### src/rtl/dmem_arbiter.sv
// Two-master arbiter for the shared data-memory/IO port: the CPU MEM stage (A)
// owns the bus by default and port B is slotted in as single-cycle bus steals.
module dmem_arbiter #(
    parameter int unsigned STARVE_LIMIT = 3,
    parameter bit          B_IO_WR_EN   = 1'b0
) (
    input  logic        clock,
    input  logic        clrn,
    input  logic        a_req,
    input  logic        a_we,
    input  logic [31:0] a_addr,
    input  logic [31:0] a_wdata,
    output logic [31:0] a_rdata,
    output logic        a_stall,
    input  logic        b_req,
    input  logic        b_we,
    input  logic [31:0] b_addr,
    input  logic [31:0] b_wdata,
    output logic [31:0] b_rdata,
    output logic        b_ack,
    output logic        b_err,
    output logic [31:0] m_addr,
    output logic [31:0] m_datain,
    output logic        m_we,
    input  logic [31:0] m_dataout
);

    typedef enum logic [1:0] {
        IDLE   = 2'd0,
        B_ACC  = 2'd1,
        B_DONE = 2'd2
    } state_t;

    localparam logic [3:0] LIMIT = 4'(STARVE_LIMIT);

    state_t      state_reg;
    logic [3:0]  wait_cnt_reg;
    logic [31:0] b_rdata_reg;
    logic        b_ack_reg;
    logic        b_err_reg;
    logic        blk;
    logic        b_grant;

    // A write from B into the I/O window is suppressed unless explicitly allowed.
    assign blk     = b_addr[7] & ~B_IO_WR_EN & b_we;
    assign b_grant = b_req & (~a_req | (wait_cnt_reg == LIMIT));

    always_comb begin
        m_addr   = a_addr;
        m_datain = a_wdata;
        m_we     = a_req & a_we;
        a_stall  = 1'b0;
        if (state_reg == B_ACC) begin
            m_addr   = b_addr;
            m_datain = b_wdata;
            m_we     = b_we & ~blk;
            a_stall  = a_req;
        end
    end

    assign a_rdata = m_dataout;
    assign b_rdata = b_rdata_reg;
    assign b_ack   = b_ack_reg;
    assign b_err   = b_err_reg;

    always_ff @(posedge clock or posedge clrn) begin
        if (clrn) begin
            state_reg    <= IDLE;
            wait_cnt_reg <= 4'd0;
            b_rdata_reg  <= 32'd0;
            b_ack_reg    <= 1'b0;
            b_err_reg    <= 1'b0;
        end else begin
            case (state_reg)
                IDLE: begin
                    if (!b_req) begin
                        wait_cnt_reg <= 4'd0;
                    end else if (b_grant) begin
                        state_reg    <= B_ACC;
                        wait_cnt_reg <= 4'd0;
                    end else begin
                        // B lost a tie to A; count towards the forced steal.
                        wait_cnt_reg <= wait_cnt_reg + 4'd1;
                    end
                end
                B_ACC: begin
                    state_reg <= B_DONE;
                    if (!b_we) begin
                        b_rdata_reg <= m_dataout;
                    end
                    b_ack_reg <= 1'b1;
                    b_err_reg <= blk;
                end
                B_DONE: begin
                    // b_req is deliberately ignored here so A always gets this cycle.
                    state_reg <= IDLE;
                    b_ack_reg <= 1'b0;
                    b_err_reg <= 1'b0;
                end
                default: begin
                    state_reg    <= IDLE;
                    wait_cnt_reg <= 4'd0;
                    b_ack_reg    <= 1'b0;
                    b_err_reg    <= 1'b0;
                end
            endcase
        end
    end

endmodule

### config.mk
export PLATFORM = sky130hd
export DESIGN_NAME = dmem_arbiter
export DESIGN_NICKNAME = d
export VERILOG_FILES = /design/src/rtl/dmem_arbiter.sv
export SDC_FILE = /design/constraint.sdc
export NUM_CORES = 1
export LEC_CHECK = 0
export CORE_ASPECT_RATIO = 0.6
export CORE_MARGIN = 10
export CORE_UTILIZATION = 31
export CTS_CLUSTER_DIAMETER = 150
export DETAILED_ROUTE_END_ITERATION = 8
export GPL_TIMING_DRIVEN = 1
export PLACE_DENSITY = 0.87
export SLEW_MARGIN = 20
export SYNTH_ARGS = -nofsm -noshare
export SYNTH_HDL_FRONTEND = slang
export SYNTH_SLANG_ARGS = --single-unit
### constraint.sdc
create_clock -name clock -period 2.9 [get_ports clock]
set_clock_uncertainty 0.05 [all_clocks]
set_input_delay 0.58 -clock clock [delete_from_list [all_inputs] [get_ports clock]]
set_output_delay 0.58 -clock clock [all_outputs]
set_load 0.05 [all_outputs]
==> impl_metrics.ini, run 1 <==
[run_status]
outcome = completed

[detailed_routing]
routed_wl_um = 12720
drt_iter0_drc = 105
vias = 2677
vias_per_cell = 4.507
drtAntennaViolNets = 0
wl_per_cell_um = 21.42
drc = 0
dr.pass1.iters = 4

[setup_path]
r2r_end = b_rdata[20]$_DFFE_PP0P_
start_kind = flop
slowest_stage = ha_2
critical_path.max_fanout = 31
crit_path_end = m_addr[27]
crit_path_start = state_reg[1]$_DFFE_PP0P_
reg2reg_slack_ns = 0.70
cp-end-kind = output port
path_delay_family = buffers and inverters
cp.required_ns = 2.27
crit_type = reg -> out
crit_arrival_ns = 2.13
cp_num_buf_inv = 3
critPathMaxStageDelay_ns = 0.50
reg2reg_depth = 6
cp_num_cells = 5
crit_chain = inv_1, ha_2, buf_12, mux2_2, buf_4
reg2reg_from = state_reg[1]$_DFFE_PP0P_

[synthesis]
async_flop_share_pct = 100.0
yosys.cell_types.count = 23
synthesis.nets = 387
synthTopCellsByArea = dfrtp_1 36%, mux2_2 28%, mux2_4 16%
yosys.area.top_type = dfrtp_1
synthCells = 217
ys_seq_area_share_pct = 35.84
yosys.area.top_type_share_pct = 35.84
syn_area_um2 = 2793
yosysWarnings = 0
ys.flop_type = dfrtp_1
synth_edf_count = 0
synth-seq-cells = 40
avgSynthCellArea_um2 = 12.87

[timing]
worst_pin_slew_ns = 0.5614
slew_headroom_pct = 62.46
fmax_mhz = 362.6
fin_crit_ns = 2.758
fin_tns_setup_ns = 0
setup_ws_ns = 0.1424
rsz0062_at_grt = false
setup-violations-final = 0
finalCritPeriodShare_pct = 95.09
slew_viol_final = 0
hold_violations = 0
whs_ns = 0.4483

[finish]
fin_area_um2 = 5659
antenna_cells = 0
final_cell_mix = 226 x clkdlybuf4s50_1, 70 x buf_4, 69 x mux2_2
syn_to_final_growth_pct = 102.6
largest_reg_flops = 32
layout_commonest_cell = clkdlybuf4s50_1
final_nets = 651
fin_util_pct = 65.40
drive_gt1_share_pct = 38.38

[cts]
cts_tree = yes
clock_sinks = 40
path_clk_slew_ns = 0.06
cts_buffers = 5
cts_resized = 0
cts.path.max_buffers = 2
htree_levels = 2
clock-root-buffer = clkbuf_16
cts_setup_buffers = 0
clk_latency_ns = 0.28
cts_hold_buf = 0

[pwr]
leakagePower_nw = 2.405
vdd_drop_max_uv = 597.0
power_density_nw_per_um2 = 1119

[place]
dpl_cell_area_um2 = 5492
dp_slack_ns = 0.3615
io_buffers = 297
gp_congestion = 0.9124
dp_hpwl_um = 11100

[global_routing]
grt_overflow = 0
grt_pass1_vias = 3052
grt_max_degree = 41
grt_pass1_wl_um = 18450
track_usage_pct = 17.60
antenna_found_initial = 0

[floorplan]
die_w_um = 142.5
core_um2 = 8653
start_util_pct = 32.27
die-height_um = 93.52
io_pins = 298
die_area_um2 = 13330
num_rows = 26

[worst_hold_path]
min_path_type = reg -> reg

[job]
cap_violations = 0
-- layout make-up --
type | count | area [µm²]
Clock buffer | 5 | 125.1
Inverter | 4 | 15.01
Multi-Input combinational cell | 129 | 1448
Sequential cell | 40 | 1001
Clock inverter | 3 | 42.54
Timing Repair Buffer | 301 | 2888
Tap cell | 112 | 140.1
Fill cell | 658 | 2994
-- report_power, final --
group / leakage (nW) / internal [mW] / switching (mW)
logic: 1.84 / 1.88 / 2.87
clock network: 0.0798 / 0.404 / 0.211
registers: 0.484 / 0.822 / 0.146
total: 2.41 / 3.10 / 3.23
-- worst min-delay path by stage --
stage / start / end / cells after the start / slack [ns]
finish: b_err$_DFFE_PP0P_ / b_err$_DFFE_PP0P_ / 2 / 0.45
floorplan: wait_cnt_reg[2]$_DFFE_PP0N_ / wait_cnt_reg[2]$_DFFE_PP0N_ / 1 / 0.41
global route: b_rdata[25]$_DFFE_PP0P_ / b_rdata[25]$_DFFE_PP0P_ / 1 / 0.47
CTS: b_rdata[14]$_DFFE_PP0P_ / b_rdata[14]$_DFFE_PP0P_ / 1 / 0.46
global placement: b_err$_DFFE_PP0P_ / b_err$_DFFE_PP0P_ / 2 / 0.42
detailed placement: b_err$_DFFE_PP0P_ / b_err$_DFFE_PP0P_ / 2 / 0.43
-- cell usage after synthesis (2+ instances only) --
cell type / n
buf_2: 7
buf_4: 32
buf_6: 5
dfrtp_1: 40
ha_1: 4
inv_1: 4
mux2_2: 69
mux2_4: 30
nand2_1: 4
nand2b_1: 3
nand3_1: 3
o21ai_0: 4
o21bai_1: 2
-- routing by layer --
metal / share of wire (%) / wire length [µm] / GRT usage [%] / up-vias
li1: - / - / - / 1271
met1: 36 / 4571 / 18.57 / 1255
met2: 54 / 6808 / 33.10 / 144
met3: 10 / 1281 / 7.020 / 7
met4: 0.50 / 63 / 2.564 / 0
met5: 0 / 0 / 0 / -
-- logic make-up (layout without fill, tap and decap cells) --
logic type                 after synthesis  in the layout  synth area share (%)
muxes                                   99             99                 43.95
adders and majority gates                4              4                 1.792
and+or+nand+nor                         16             16                 3.584
DFF                                     40             40                 35.84
AOI/OAI and AO/OA                       10             10                 2.420
buffers and inverters                   48            313                 12.41
-- per-stage QoR --
step / power, mW / cells
floorplan: 4.246 / 217
global placement: 5.690 / 586
detailed placement: 5.753 / 586
CTS: 6.398 / 594
global route: 6.587 / 594
finish: 6.331 / 594
-- worst reg2reg max path: stages, from the launching register on --
cell	delay [ns]
dfrtp_1	0.37
inv_1	0.10
ha_2	0.50
buf_12	0.24
nor2b_4	0.18
buf_12	0.24
mux2_2	0.41
(Power assumes the default switching activity.)
==> run 2: changes to the inputs <==
PLACE_DENSITY = default   (was 0.87)
PLACE_DENSITY_LB_ADDON = 0.1   (was default)
==> run 2 against run 1 <==
Routed wire length up 1.4%. Core utilization shrank 0.45 points. Combinational power down 1%. Critical path type unchanged. Critical endpoint is now m_datain[13].
==> impl_metrics.ini, run 2 (synthesis gave the netlist of run 1 again) <==
[run_status]
outcome = completed

[cts]
htree_levels = 2
cts_tree = yes
clk_latency_ns = 0.28
cts_hold_buf = 0
clock_sinks = 40
clock-root-buffer = clkbuf_16
cts_buffers = 5
cts.path.max_buffers = 2
cts_setup_buffers = 0
path_clk_slew_ns = 0.05

[setup_path]
critical_path.max_fanout = 58
cp_num_buf_inv = 3
reg2reg_from = state_reg[1]$_DFFE_PP0P_
cp.required_ns = 2.27
critPathMaxStageDelay_ns = 0.41
start_kind = flop
crit_arrival_ns = 2.12
path_delay_family = buffers and inverters
cp-end-kind = output port
crit_path_start = state_reg[1]$_DFFE_PP0P_
crit_chain = inv_1, ha_2, buf_12, mux2_2, buf_4
slowest_stage = ha_2
crit_type = reg -> out

[finish]
largest_reg_flops = 32
drive_gt1_share_pct = 37.21
layout_commonest_cell = clkdlybuf4s50_1
syn_to_final_growth_pct = 101.3
final_cell_mix = 223 x clkdlybuf4s50_1, 69 x mux2_2, 68 x buf_4
nFillCells = 689
antenna_cells = 0
final_nets = 651

[floorplan]
die-height_um = 93.52
start_util_pct = 32.27
die_w_um = 142.5
num_rows = 26
io_pins = 298
core_um2 = 8653
die_area_um2 = 13330

[job]
cap_violations = 0

[global_routing]
track_usage_pct = 17.62
grt_overflow = 0
antenna_found_initial = 0
grt_pass1_vias = 2904
grt_max_degree = 59
grt_pass1_wl_um = 18000

[detailed_routing]
drc = 0
wl_per_cell_um = 21.76
drt_iter0_drc = 66
drtAntennaViolNets = 0
routed_wl_um = 12900
vias_per_cell = 4.474
dr.pass1.iters = 4
vias = 2653

[timing]
fmax_mhz = 363.6
whs_ns = 0.4423
fin_tns_setup_ns = 0
hold_violations = 0
setup-violations-final = 0
slew_viol_final = 0
rsz0062_at_grt = false
finalCritPeriodShare_pct = 94.82
worst_pin_slew_ns = 0.5582
slew_headroom_pct = 62.67
fin_crit_ns = 2.750

[pwr]
vdd_drop_max_uv = 488.8
power_density_nw_per_um2 = 1097
leakagePower_nw = 2.430

[place]
gp_congestion = 0.8787
dp_hpwl_um = 11160
io_buffers = 297

[worst_hold_path]
min_path_type = reg -> reg
worstHoldStart = b_err$_DFFE_PP0P_
==> run 2: cell count changes in the layout (fill, tap and decap cells not counted), sizes merged <==
| cell | delta |
|---|---|
| buf | -4 |
| bufinv | -1 |
| dlymetal6s2s | +5 |
| dlygate4sd2 | +2 |
| clkdlybuf4s50 | -3 |
| clkinvlp | -1 |
| clkbuf | +1 |
==> run 2: through the flow <==
stage,total power [mW],worst slack [ns],cells,area [µm²],util (%)
after floorplan,4.246,0.3063,217,2793,-
after global placement,5.673,0.2999,586,5477,63.29
after detailed placement,5.709,0.2883,586,5477,63.29
after CTS,6.246,0.0006377,593,5608,64.81
after global routing,6.429,0.01868,593,5620,64.95
final,6.166,0.1501,593,5620,64.95
==> run 2: layout make-up <==
type | count | area, µm² | share of cell area, %
repair buffers | 301 | 2883 | 51.29
inverters | 4 | 15.01 | 0.2671
well taps | 112 | 140.1 | 2.493
multi-input cells | 129 | 1448 | 25.76
flip-flops and latches | 40 | 1001 | 17.81
clock buffers | 6 | 128.9 | 2.293
clock inverters | 1 | 5.005 | 0.08905
==> run 2: power breakdown <==
| group | switching (mW) | internal [mW] | total, mW |
|---|---|---|---|
| Combinational | 2.85 | 1.84 | 4.70 |
| Clock | 0.196 | 0.312 | 0.508 |
| Sequential | 0.139 | 0.822 | 0.962 |
| Total | 3.19 | 2.98 | 6.17 |
==> run 2: worst min-delay path, cell delays in order (launching register included) <==
cell and delay (ns):
dfrtp_1 0.34, nand2_1 0.05, o21ai_0 0.06
==> run 2: worst paths after layout <==
check,end,slack [ns],cells after the start
worst min register to register,b_err$_DFFE_PP0P_,0.44,2
min in group asynchronous,b_rdata[23]$_DFFE_PP0P_,0.67,3
worst min-delay path,b_err$_DFFE_PP0P_,0.44,2
max in group asynchronous,b_rdata[20]$_DFFE_PP0P_,1.79,3
worst max register to register,b_rdata[20]$_DFFE_PP0P_,0.60,6
worst max-delay path,m_datain[13],0.15,5
==> run 2: repair_timing <==
| action | CTS | global route |
|---|---|---|
| pin swaps | 0 | 0 |
| hold endpoints to repair | 0 | 0 |
| setup endpoints to repair | 2 | 5 |
| gates resized for setup | 2 | 5 |
==> run 2: per-layer routing <==
layer | up-vias | GRT usage [%] | share of wire (%)
li1 | 1274 | - | -
met1 | 1248 | 17.44 | 34
met2 | 125 | 33.95 | 55
met3 | 6 | 8.283 | 9.7
met4 | 0 | 1.966 | 0.48
met5 | - | 0 | 0
